[config.mk]
export PLATFORM = sky130hd
export DESIGN_NAME = pipeline_control_unit_flat
export DESIGN_NICKNAME = d
export VERILOG_FILES = /design/src/rtl/pipeline_control_if.sv /design/src/rtl/pipeline_control_unit.sv /design/src/flat_wrapper.sv
export SDC_FILE = /design/constraint.sdc
export NUM_CORES = 1
export LEC_CHECK = 0
export ABC_AREA = 0
export BUFFER_PORTS_ARGS = -buffer_cell sky130_fd_sc_hd__buf_4
export CORE_MARGIN = 4
export CORE_UTILIZATION = 44
export CTS_CLUSTER_SIZE = 10
export DETAILED_ROUTE_END_ITERATION = 12
export GPL_TIMING_DRIVEN = 0
export PLACE_DENSITY = 0.73
export SLEW_MARGIN = 20
export SYNTH_ARGS = -nofsm -noshare
export SYNTH_HDL_FRONTEND = slang
export SYNTH_SLANG_ARGS = --single-unit
[constraint.sdc]
create_clock -name clk -period 2.8 [get_ports clk]
set_clock_uncertainty 0.2 [all_clocks]
set_input_delay 0.84 -clock clk [delete_from_list [all_inputs] [get_ports clk]]
set_output_delay 0.84 -clock clk [all_outputs]
set_load 0.01 [all_outputs]
[src/rtl/pipeline_control_if.sv]
// Control-unit bus between the pipelined datapath (master) and pipeline_control_unit (slave).
interface pipeline_control_if #(
    parameter int unsigned REG_ADDR_W = 5,
    parameter int unsigned ALU_OP_W   = 2
);
    logic                  id_valid;
    logic [6:0]            id_opcode;
    logic [REG_ADDR_W-1:0] id_rs1;
    logic [REG_ADDR_W-1:0] id_rs2;
    logic [REG_ADDR_W-1:0] id_rd;
    logic                  ex_flush;
    logic                  halt_req;

    logic                  stall;
    logic                  ex_alu_src;
    logic                  ex_mem_read;
    logic                  ex_mem_write;
    logic [ALU_OP_W-1:0]   ex_alu_op;
    logic                  mem_mem_read;
    logic                  mem_mem_write;
    logic                  wb_reg_write;
    logic                  wb_mem_to_reg;
    logic [REG_ADDR_W-1:0] wb_rd;
    logic [1:0]            forward_a;
    logic [1:0]            forward_b;
    logic                  halted;

    modport master (
        output id_valid, id_opcode, id_rs1, id_rs2, id_rd, ex_flush, halt_req,
        input  stall, ex_alu_src, ex_mem_read, ex_mem_write, ex_alu_op,
               mem_mem_read, mem_mem_write, wb_reg_write, wb_mem_to_reg, wb_rd,
               forward_a, forward_b, halted
    );

    modport slave (
        input  id_valid, id_opcode, id_rs1, id_rs2, id_rd, ex_flush, halt_req,
        output stall, ex_alu_src, ex_mem_read, ex_mem_write, ex_alu_op,
               mem_mem_read, mem_mem_write, wb_reg_write, wb_mem_to_reg, wb_rd,
               forward_a, forward_b, halted
    );
endinterface

[src/rtl/pipeline_control_unit.sv]
// Pipelined control: ID decode, ID/EX-EX/MEM-MEM/WB control registers, hazard stall, flush and ECALL halt.
// FORWARDING_EN defined: forwarding muxes plus load-use stall; undefined: interlock-only RAW stalls.
module pipeline_control_unit #(
    parameter int unsigned REG_ADDR_W = 5,
    parameter int unsigned ALU_OP_W   = 2
) (
    input  logic               clk,
    input  logic               reset,
    pipeline_control_if.slave  ctl
);
    localparam logic [6:0] OP_LOAD      = 7'b0000011;
    localparam logic [6:0] OP_STORE     = 7'b0100011;
    localparam logic [6:0] OP_ARITH     = 7'b0110011;
    localparam logic [6:0] OP_ARITH_IMM = 7'b0010011;
    localparam logic [6:0] OP_BRANCH    = 7'b1100011;
    localparam logic [6:0] OP_JAL       = 7'b1101111;
    localparam logic [6:0] OP_ECALL     = 7'b1110011;

    typedef struct packed {
        logic                  valid;
        logic                  alu_src;
        logic                  mem_read;
        logic                  mem_write;
        logic                  reg_write;
        logic                  mem_to_reg;
        logic                  halt;
        logic [ALU_OP_W-1:0]   alu_op;
        logic [REG_ADDR_W-1:0] rd;
    } id_ex_t;

    typedef struct packed {
        logic                  valid;
        logic                  mem_read;
        logic                  mem_write;
        logic                  reg_write;
        logic                  mem_to_reg;
        logic                  halt;
        logic [REG_ADDR_W-1:0] rd;
    } ex_mem_t;

    typedef struct packed {
        logic                  valid;
        logic                  reg_write;
        logic                  mem_to_reg;
        logic                  halt;
        logic [REG_ADDR_W-1:0] rd;
    } mem_wb_t;

    id_ex_t  id_ex;
    ex_mem_t ex_mem;
    mem_wb_t mem_wb;
    id_ex_t  dec;
    logic    halt_pending;
    logic    halted;
    logic    hazard;
    logic    stall_c;
    logic    issue;

    logic is_load, is_store, is_arith, is_arith_imm, is_branch, is_jal, is_ecall;
    logic uses_rs1, uses_rs2;

    assign is_load      = (ctl.id_opcode == OP_LOAD);
    assign is_store     = (ctl.id_opcode == OP_STORE);
    assign is_arith     = (ctl.id_opcode == OP_ARITH);
    assign is_arith_imm = (ctl.id_opcode == OP_ARITH_IMM);
    assign is_branch    = (ctl.id_opcode == OP_BRANCH);
    assign is_jal       = (ctl.id_opcode == OP_JAL);
    assign is_ecall     = (ctl.id_opcode == OP_ECALL);
    assign uses_rs1     = !is_jal && !is_ecall;
    assign uses_rs2     = is_arith || is_store || is_branch;

    // ID-stage decode into the ID/EX payload
    always_comb begin
        dec            = '0;
        dec.valid      = 1'b1;
        dec.mem_read   = is_load;
        dec.mem_to_reg = is_load;
        dec.mem_write  = is_store;
        dec.alu_src    = !(is_arith || is_branch);
        dec.reg_write  = !(is_store || is_branch || is_ecall) && (ctl.id_rd != '0);
        dec.halt       = is_ecall && ctl.halt_req;
        dec.rd         = ctl.id_rd;
        if (is_branch)
            dec.alu_op = ALU_OP_W'(2'b01);
        else if (is_arith || is_arith_imm)
            dec.alu_op = ALU_OP_W'(2'b10);
    end

`ifdef FORWARDING_EN
    logic [REG_ADDR_W-1:0] ex_rs1;
    logic [REG_ADDR_W-1:0] ex_rs2;
    logic [1:0]            fwd_a;
    logic [1:0]            fwd_b;

    // Only a load still in EX cannot be forwarded in time
    always_comb begin
        hazard = 1'b0;
        if (ctl.id_valid && id_ex.valid && id_ex.mem_read && (id_ex.rd != '0) &&
            ((uses_rs1 && (id_ex.rd == ctl.id_rs1)) || (uses_rs2 && (id_ex.rd == ctl.id_rs2))))
            hazard = 1'b1;
    end

    // EX/MEM result is younger, so it wins over MEM/WB
    always_comb begin
        fwd_a = 2'b00;
        fwd_b = 2'b00;
        if (id_ex.valid) begin
            if (ex_mem.valid && ex_mem.reg_write && (ex_mem.rd != '0) && (ex_mem.rd == ex_rs1))
                fwd_a = 2'b10;
            else if (mem_wb.valid && mem_wb.reg_write && (mem_wb.rd != '0) && (mem_wb.rd == ex_rs1))
                fwd_a = 2'b01;
            if (ex_mem.valid && ex_mem.reg_write && (ex_mem.rd != '0) && (ex_mem.rd == ex_rs2))
                fwd_b = 2'b10;
            else if (mem_wb.valid && mem_wb.reg_write && (mem_wb.rd != '0) && (mem_wb.rd == ex_rs2))
                fwd_b = 2'b01;
        end
    end

    assign ctl.forward_a = fwd_a;
    assign ctl.forward_b = fwd_b;
`else
    // Interlock: wait until the producer reaches MEM/WB (regfile writes before it reads)
    always_comb begin
        hazard = 1'b0;
        if (ctl.id_valid) begin
            if (uses_rs1 && (ctl.id_rs1 != '0) &&
                ((id_ex.valid && id_ex.reg_write && (id_ex.rd == ctl.id_rs1)) ||
                 (ex_mem.valid && ex_mem.reg_write && (ex_mem.rd == ctl.id_rs1))))
                hazard = 1'b1;
            if (uses_rs2 && (ctl.id_rs2 != '0) &&
                ((id_ex.valid && id_ex.reg_write && (id_ex.rd == ctl.id_rs2)) ||
                 (ex_mem.valid && ex_mem.reg_write && (ex_mem.rd == ctl.id_rs2))))
                hazard = 1'b1;
        end
    end

    assign ctl.forward_a = 2'b00;
    assign ctl.forward_b = 2'b00;
`endif

    // A flush discards the ID instruction, so holding it would be pointless
    assign stall_c = !ctl.ex_flush && (hazard || halt_pending);
    assign issue   = ctl.id_valid && !stall_c && !ctl.ex_flush && !halt_pending && !halted;

    always_ff @(posedge clk) begin
        if (reset) begin
            id_ex        <= '0;
            ex_mem       <= '0;
            mem_wb       <= '0;
            halt_pending <= 1'b0;
            halted       <= 1'b0;
`ifdef FORWARDING_EN
            ex_rs1       <= '0;
            ex_rs2       <= '0;
`endif
        end else begin
            id_ex             <= issue ? dec : '0;
            ex_mem.valid      <= id_ex.valid;
            ex_mem.mem_read   <= id_ex.mem_read;
            ex_mem.mem_write  <= id_ex.mem_write;
            ex_mem.reg_write  <= id_ex.reg_write;
            ex_mem.mem_to_reg <= id_ex.mem_to_reg;
            ex_mem.halt       <= id_ex.halt;
            ex_mem.rd         <= id_ex.rd;
            mem_wb.valid      <= ex_mem.valid;
            mem_wb.reg_write  <= ex_mem.reg_write;
            mem_wb.mem_to_reg <= ex_mem.mem_to_reg;
            mem_wb.halt       <= ex_mem.halt;
            mem_wb.rd         <= ex_mem.rd;
            if (issue && dec.halt)
                halt_pending <= 1'b1;
            if (mem_wb.valid && mem_wb.halt)
                halted <= 1'b1;
`ifdef FORWARDING_EN
            ex_rs1 <= (issue && uses_rs1) ? ctl.id_rs1 : '0;
            ex_rs2 <= (issue && uses_rs2) ? ctl.id_rs2 : '0;
`endif
        end
    end

    assign ctl.stall         = stall_c;
    assign ctl.ex_alu_src    = id_ex.valid && id_ex.alu_src;
    assign ctl.ex_mem_read   = id_ex.valid && id_ex.mem_read;
    assign ctl.ex_mem_write  = id_ex.valid && id_ex.mem_write;
    assign ctl.ex_alu_op     = id_ex.valid ? id_ex.alu_op : '0;
    assign ctl.mem_mem_read  = ex_mem.valid && ex_mem.mem_read;
    assign ctl.mem_mem_write = ex_mem.valid && ex_mem.mem_write;
    assign ctl.wb_reg_write  = mem_wb.valid && mem_wb.reg_write;
    assign ctl.wb_mem_to_reg = mem_wb.valid && mem_wb.mem_to_reg;
    assign ctl.wb_rd         = mem_wb.valid ? mem_wb.rd : '0;
    assign ctl.halted        = halted;

endmodule

[src/flat_wrapper.sv]
// flat-port wrapper written by rule: the top's interface ports become plain ports
module pipeline_control_unit_flat 
#(
    parameter int unsigned REG_ADDR_W = 5,
    parameter int unsigned ALU_OP_W   = 2
)
  (clk, reset, ctl_id_valid, ctl_id_opcode, ctl_id_rs1, ctl_id_rs2, ctl_id_rd, ctl_ex_flush, ctl_halt_req, ctl_stall, ctl_ex_alu_src, ctl_ex_mem_read, ctl_ex_mem_write, ctl_ex_alu_op, ctl_mem_mem_read, ctl_mem_mem_write, ctl_wb_reg_write, ctl_wb_mem_to_reg, ctl_wb_rd, ctl_forward_a, ctl_forward_b, ctl_halted);
  pipeline_control_if #(.REG_ADDR_W(REG_ADDR_W), .ALU_OP_W(ALU_OP_W)) ctl_i ();
  input  logic clk;
  input  logic reset;
  input wire logic [$bits(ctl_i.id_valid)-1:0] ctl_id_valid;
  input wire logic [$bits(ctl_i.id_opcode)-1:0] ctl_id_opcode;
  input wire logic [$bits(ctl_i.id_rs1)-1:0] ctl_id_rs1;
  input wire logic [$bits(ctl_i.id_rs2)-1:0] ctl_id_rs2;
  input wire logic [$bits(ctl_i.id_rd)-1:0] ctl_id_rd;
  input wire logic [$bits(ctl_i.ex_flush)-1:0] ctl_ex_flush;
  input wire logic [$bits(ctl_i.halt_req)-1:0] ctl_halt_req;
  output wire logic [$bits(ctl_i.stall)-1:0] ctl_stall;
  output wire logic [$bits(ctl_i.ex_alu_src)-1:0] ctl_ex_alu_src;
  output wire logic [$bits(ctl_i.ex_mem_read)-1:0] ctl_ex_mem_read;
  output wire logic [$bits(ctl_i.ex_mem_write)-1:0] ctl_ex_mem_write;
  output wire logic [$bits(ctl_i.ex_alu_op)-1:0] ctl_ex_alu_op;
  output wire logic [$bits(ctl_i.mem_mem_read)-1:0] ctl_mem_mem_read;
  output wire logic [$bits(ctl_i.mem_mem_write)-1:0] ctl_mem_mem_write;
  output wire logic [$bits(ctl_i.wb_reg_write)-1:0] ctl_wb_reg_write;
  output wire logic [$bits(ctl_i.wb_mem_to_reg)-1:0] ctl_wb_mem_to_reg;
  output wire logic [$bits(ctl_i.wb_rd)-1:0] ctl_wb_rd;
  output wire logic [$bits(ctl_i.forward_a)-1:0] ctl_forward_a;
  output wire logic [$bits(ctl_i.forward_b)-1:0] ctl_forward_b;
  output wire logic [$bits(ctl_i.halted)-1:0] ctl_halted;
  assign ctl_i.id_valid = ctl_id_valid;
  assign ctl_i.id_opcode = ctl_id_opcode;
  assign ctl_i.id_rs1 = ctl_id_rs1;
  assign ctl_i.id_rs2 = ctl_id_rs2;
  assign ctl_i.id_rd = ctl_id_rd;
  assign ctl_i.ex_flush = ctl_ex_flush;
  assign ctl_i.halt_req = ctl_halt_req;
  assign ctl_stall = ctl_i.stall;
  assign ctl_ex_alu_src = ctl_i.ex_alu_src;
  assign ctl_ex_mem_read = ctl_i.ex_mem_read;
  assign ctl_ex_mem_write = ctl_i.ex_mem_write;
  assign ctl_ex_alu_op = ctl_i.ex_alu_op;
  assign ctl_mem_mem_read = ctl_i.mem_mem_read;
  assign ctl_mem_mem_write = ctl_i.mem_mem_write;
  assign ctl_wb_reg_write = ctl_i.wb_reg_write;
  assign ctl_wb_mem_to_reg = ctl_i.wb_mem_to_reg;
  assign ctl_wb_rd = ctl_i.wb_rd;
  assign ctl_forward_a = ctl_i.forward_a;
  assign ctl_forward_b = ctl_i.forward_b;
  assign ctl_halted = ctl_i.halted;
  pipeline_control_unit #(.REG_ADDR_W(REG_ADDR_W), .ALU_OP_W(ALU_OP_W)) u_core (.clk(clk), .reset(reset), .ctl(ctl_i));
endmodule
======== After elaboration in Yosys (flattened, before gate mapping) ========
Cells that the tools add are included.
word-level totals
  register bits ........................... 34
cells by class
  equal/unequal tests ..................... 11
  reductions and logical operators ........ 49
  muxes and demuxes ....................... 8
  bitwise logic cells ..................... 1
operator list
  operator                                                               number
  1-bit logical AND                                                      27
  7-bit equality test, second input constant                             3
  5-bit equality test                                                    4
  5-bit nonzero test                                                     3
  7-bit by 6-bit equality test with 1-bit output, second input constant  2
  14-bit two-way mux                                                     1
  1-bit logical OR                                                       9
  1-bit zero test                                                        8
  7-bit by 2-bit equality test with 1-bit output, second input constant  1
  7-bit by 5-bit equality test with 1-bit output, second input constant  1
  2-bit two-way mux                                                      3
  5-bit two-way mux                                                      1
  1-bit two-way mux                                                      3
  3-bit OR reduction                                                     1
  2-bit OR reduction                                                     1
  1-bit inverter                                                         1

======== Logic depth before layout (Yosys ltp) ========
  word-level depth ........................ 17
  mapped depth ............................ 7

======== Least setup slack after synthesis ========
Ideal clock, no wire load.
  kind .................................... input-to-output
  start ................................... input port ctl_id_opcode[5]
  end ..................................... output port ctl_stall
  slack ................................... -235 ps
  arrival ................................. 1995 ps
  stages .................................. 6
  cells stage by stage .................... and3_1 -> nor3b_1 -> and4_1 -> a22oi_2 -> buf_4 -> a21oi_1
on the way
  word-level cells in the longest chain between the ends .. 10
  elaborated cells between the ends (all ways) .. 19
  classes of those cells .................. eq/ne (5); mux (3); reduce/logical (11)
ends and longest elaborated chain
  item                                    RTL line                                                  source
  start, declared                         flat_wrapper.sv:12                                        input wire logic [$bits(ctl_i.id_opcode)-1:0] ctl_id_opcode;
  7-bit equality test (on tied branches)  pipeline_control_unit.sv:67, pipeline_control_unit.sv:68
  1-bit zero test                         pipeline_control_unit.sv:69                               assign uses_rs1 = !is_jal && !is_ecall;
  1-bit logical AND                       pipeline_control_unit.sv:69
  1-bit logical AND (2 in a row)          pipeline_control_unit.sv:126                              if (uses_rs1 && (ctl.id_rs1 != '0) &&
  1-bit two-way mux                       pipeline_control_unit.sv:126
  1-bit two-way mux *                     pipeline_control_unit.sv:130                              if (uses_rs2 && (ctl.id_rs2 != '0) &&
  1-bit two-way mux *                     pipeline_control_unit.sv:125                              if (ctl.id_valid) begin
  1-bit logical OR *                      pipeline_control_unit.sv:142                              assign stall_c = !ctl.ex_flush && (hazard || halt_pending);
  1-bit logical AND *                     pipeline_control_unit.sv:142
  end, declared                           flat_wrapper.sv:18                                        output wire logic [$bits(ctl_i.stall)-1:0] ctl_stall;
Mark *: on every way between the ends. The rest lies on a longest branch, timed or not.

======== Worst setup path after layout ========
  start ................................... input port ctl_id_rs1[4]
  end ..................................... output port ctl_stall
on the way
  word-level cells in the longest chain between the ends .. 9
  elaborated cells between the ends (all ways) .. 13
  classes of those cells .................. eq/ne (2); mux (3); reduce/logical (8)
ends and longest elaborated chain
  item                                    RTL line                                                    source
  start, declared                         flat_wrapper.sv:13                                          input wire logic [$bits(ctl_i.id_rs1)-1:0] ctl_id_rs1;
  5-bit equality test (on tied branches)  pipeline_control_unit.sv:127, pipeline_control_unit.sv:128
  1-bit logical AND (on tied branches)    pipeline_control_unit.sv:127, pipeline_control_unit.sv:128
  1-bit logical OR                        pipeline_control_unit.sv:127                                ((id_ex.valid && id_ex.reg_write && (id_ex.rd == ctl.id_rs1)) ||
  1-bit logical AND *                     pipeline_control_unit.sv:126
  1-bit two-way mux *                     pipeline_control_unit.sv:126
  1-bit two-way mux *                     pipeline_control_unit.sv:130
  1-bit two-way mux *                     pipeline_control_unit.sv:125
  1-bit logical OR *                      pipeline_control_unit.sv:142
  1-bit logical AND *                     pipeline_control_unit.sv:142
Marks and branches as above.

==> impl_metrics.csv <==
group,metric,value,unit
synthesis,synth_top_family_by_area,"simple AND/OR/NAND/NOR gates",
final_layout,final_area,1960,um^2
power_and_ir_drop,p_int,0.666,mW
worst_setup_path,end_kind,"output pin",
power_and_ir_drop,p_leak,0.825,nW
power_and_ir_drop,power_frac_clock,31.4,%
place,placedInstanceArea,1840,um^2
min_path,hp-class,"reg2reg",
final_layout,drive_above_1_share,31.1,%
place,place_congestion,0.869,
worst_setup_path,crit_chain,"buf_8, or4_4, o21ai_2, a31oi_1, a22oi_2, buf_6, a21oi_2, buf_4",
sta,setup_tns,-0.430,ns
power_and_ir_drop,comb_power_share,11.1,%
status,violations,"negative setup slack",
final_layout,fill_cells,287,
worst_setup_path,cp_slowest_cell,"or4_4",
status,status,"complete, but fails checks",
sta,finalCriticalPeriod,3.23,ns
clocking,worstSkewPairLatency,0.32,ns
die,die-height,65.6,um
worst_setup_path,crit_path_start,"ctl_id_rs1[4]",
die,io_pins,47,
flow_run,cap_violations,0,
synthesis,synth-compound-area-share,5.57,%
power_and_ir_drop,power_frac_seq,57.5,%
final_layout,layout.nets,235,
worst_setup_path,worstPathRequired,1.76,ns
clocking,hold_buffers,0,
grt,grt_start_max_net_pins,11,
sta,final_max_slew_viol_count,0,
drt,dr.pass1.iters,4,
min_path,hold_path_startpoint,"u_core.id_ex[7]",
clocking,h-tree-depth,2,
power_and_ir_drop,vdd_drop_max,0.264,mV
final_layout,area_delta_synth_final,34.0,%
synthesis,yosys-mux-area-fraction,0,%
drt,detail_route.wl_per_cell,11.6,um
synthesis,yosys_warnings,0,
final_layout,final_common_cell,"buf_4",
grt,grt_pass1_vias,1204,
die,dieArea,4300,um^2
clocking,cts_tree,"built",
clocking,clk_pin_slew,0.09,ns
worst_setup_path,rr_startpoint,"u_core.id_ex[3]",
grt,antenna_found_initial,0,
die,die_w,65.6,um
worst_setup_path,critical_path.top_delay_family,"simple AND/OR/NAND/NOR gates",
synthesis,synth-xor-area-share,12.6,%
place,post-place-ws,-0.519,ns
die,start_util,47.0,%
drt,drc_errors,0,
synthesis,ys_types,29,
place,port_buffers,41,
synthesis,synth_cells,153,
synthesis,ys_seq_area_share,46.7,%
sta,hold_violations,0,
clocking,cts_root_buf,"clkbuf_4",
die,core,3100,um^2
drt,ant_nets,0,
worst_setup_path,arrival,2.19,ns
drt,wirelength,2930,um
sta,fin_ws,-0.430,ns
die,rows,20,
drt,drtIter0Drc,24,
place,dp_hpwl,2450,um
drt,vias_per_cell,4.74,
synthesis,ys_ff_latch,34,
clocking,cts_buffers,5,
synthesis,syn_area,1460,um^2
power_and_ir_drop,power_density,441,nW/um^2
place,dp.cells,241,
sta,rsz0062_at_grt,"yes",
worst_setup_path,path_max_fanout,2,
sta,finalCritPeriodShare,115,%
final_layout,layout_common_cells,"47 x buf_4, 34 x dfxtp_1, 20 x xnor2_1",
power_and_ir_drop,swShare,22.8,%
clocking,clock_sinks,34,
synthesis,synthSimpleGateAreaFrac,30.8,%
final_layout,final_cells,253,
synthesis,synth_fa_ha_area_share,0,%
clocking,cts_buffer_depth,2,
worst_setup_path,cp.buffers_inverters,3,
power_and_ir_drop,switchingPower,0.197,mW
final_layout,n_antenna_cell,0,
sta,fmax,310,MHz
worst_setup_path,startpoint_type,"input port",
worst_setup_path,crit_path_max_incr_delay,0.52,ns
grt,grt-ovfl-total,0,
drt,via_count,1198,
sta,finalSetupViolCount,1,
synthesis,syn-mean-instance-area,9.54,um^2
worst_setup_path,critPathKind,"in2out",
grt,grt_pass1_wl,5090,um
grt,grt.total_usage,15.6,%
stage by stage:
| stage | utilization, % | hold slack (ns) | total power, mW |
|---|---|---|---|
| after global placement | 59.4 | 0.219 | 0.595 |
| final | 63.0 | 0.243 | 0.863 |
| after global routing | 63.0 | 0.266 | 0.900 |
| after detailed placement | 59.4 | 0.225 | 0.598 |
| after CTS | 62.5 | 0.236 | 0.870 |
| after floorplan | - | 0.214 | 0.551 |
cell type report:
type / count / area [um^2] / area share (%)
clock buffers: 7 / 55.1 / 2.82
inverters: 2 / 7.51 / 0.384
flip-flops and latches: 34 / 681 / 34.8
well taps: 44 / 55.1 / 2.82
clock inverters: 1 / 5.00 / 0.256
multi-input cells: 111 / 746 / 38.1
plain buffers: 9 / 57.6 / 2.94
repair buffers: 45 / 349 / 17.9
layer usage:
layer  vias to the layer above  track usage [%]  part of all wire [%]
met4                         0             7.77                   2.2
met5                         -                0                     0
met2                        39             26.8                    50
met1                       533             17.5                    42
met3                         9             4.27                   5.7
li1                        617                -                     -
cells in the mapped netlist:
| cell type | number | share of area [%] |
|---|---|---|
| and3_1 | 9 | 3.9 |
| nor2_1 | 5 | 1.3 |
| nor4b_2 | 1 | 1.0 |
| nand2_1 | 5 | 1.3 |
| nor3_1 | 2 | 0.69 |
| or4_1 | 2 | 1.0 |
| a22oi_2 | 1 | 0.86 |
| and4_1 | 3 | 1.8 |
| buf_4 | 5 | 2.6 |
| dfxtp_1 | 34 | 47 |
| xor2_1 | 1 | 0.60 |
| a21oi_1 | 2 | 0.69 |
| inv_1 | 2 | 0.51 |
| a31oi_1 | 1 | 0.43 |
| and2_1 | 15 | 6.4 |
| nor2b_1 | 19 | 8.1 |
| nand2b_1 | 2 | 0.86 |
| clkbuf_1 | 4 | 1.0 |
| nor3b_1 | 1 | 0.51 |
| conb_1 | 1 | 0.26 |
| nand4_1 | 4 | 1.7 |
| o21ai_0 | 1 | 0.34 |
| nor4_1 | 1 | 0.43 |
| a22o_2 | 1 | 0.69 |
| nand3_1 | 5 | 1.7 |
| o21ai_1 | 1 | 0.34 |
| o22ai_1 | 4 | 1.7 |
| xnor2_1 | 20 | 12 |
| o211ai_1 | 1 | 0.51 |
state kept, by name, indices dropped and copies added (netlist names):
| name | flops |
|---|---|
| u_core.mem_wb | 9 |
| u_core.halt_pending | 1 |
| u_core.ctl.halted | 1 |
| u_core.id_ex | 13 |
| u_core.ex_mem | 10 |
logic make-up (layout without fill, tap and decap cells):
group	count (synthesis)	in the layout
and+or+nand+nor	74	74
DFF	34	34
other	1	4
xor gates and xnor gates	21	21
buffers and inverters	11	64
AOI/OAI and AO/OA	12	12
worst register-to-register path, stage by stage, from the launching register on:
cell and delay (ns):
dfxtp_1 0.40, xnor2_1 0.14, nand4_1 0.13, o22ai_1 0.26, a22oi_2 0.13, buf_6 0.14
buf_4 0.12, buf_4 0.15, and3_1 0.16
power groups by stage:
stage / clock, mW / combinational (mW) / sequential [mW]
after global placement: 0 / 0.0875 / 0.508
after CTS: 0.279 / 0.0942 / 0.497
after detailed placement: 0 / 0.0904 / 0.508
after global routing: 0.297 / 0.105 / 0.498
after floorplan: 0 / 0.0451 / 0.506
final: 0.271 / 0.0956 / 0.497
repair_timing:
action / in CTS / in global routing
setup buffers: 3 / 1
resized for setup: 4 / 2
endpoints found under the setup margin: 1 / 1
gates cloned: 0 / 0
pin swaps: 4 / 2
path summary, 6_finish.rpt:
kind / depth (start not counted) / to / slack, ns
max: 8 / ctl_stall / -0.43
min: 1 / u_core.ex_mem[5] / 0.24
max reg2reg: 8 / u_core.id_ex[6] / 0.88
min reg2reg: 1 / u_core.ex_mem[5] / 0.24
(Power assumes the default switching activity.)
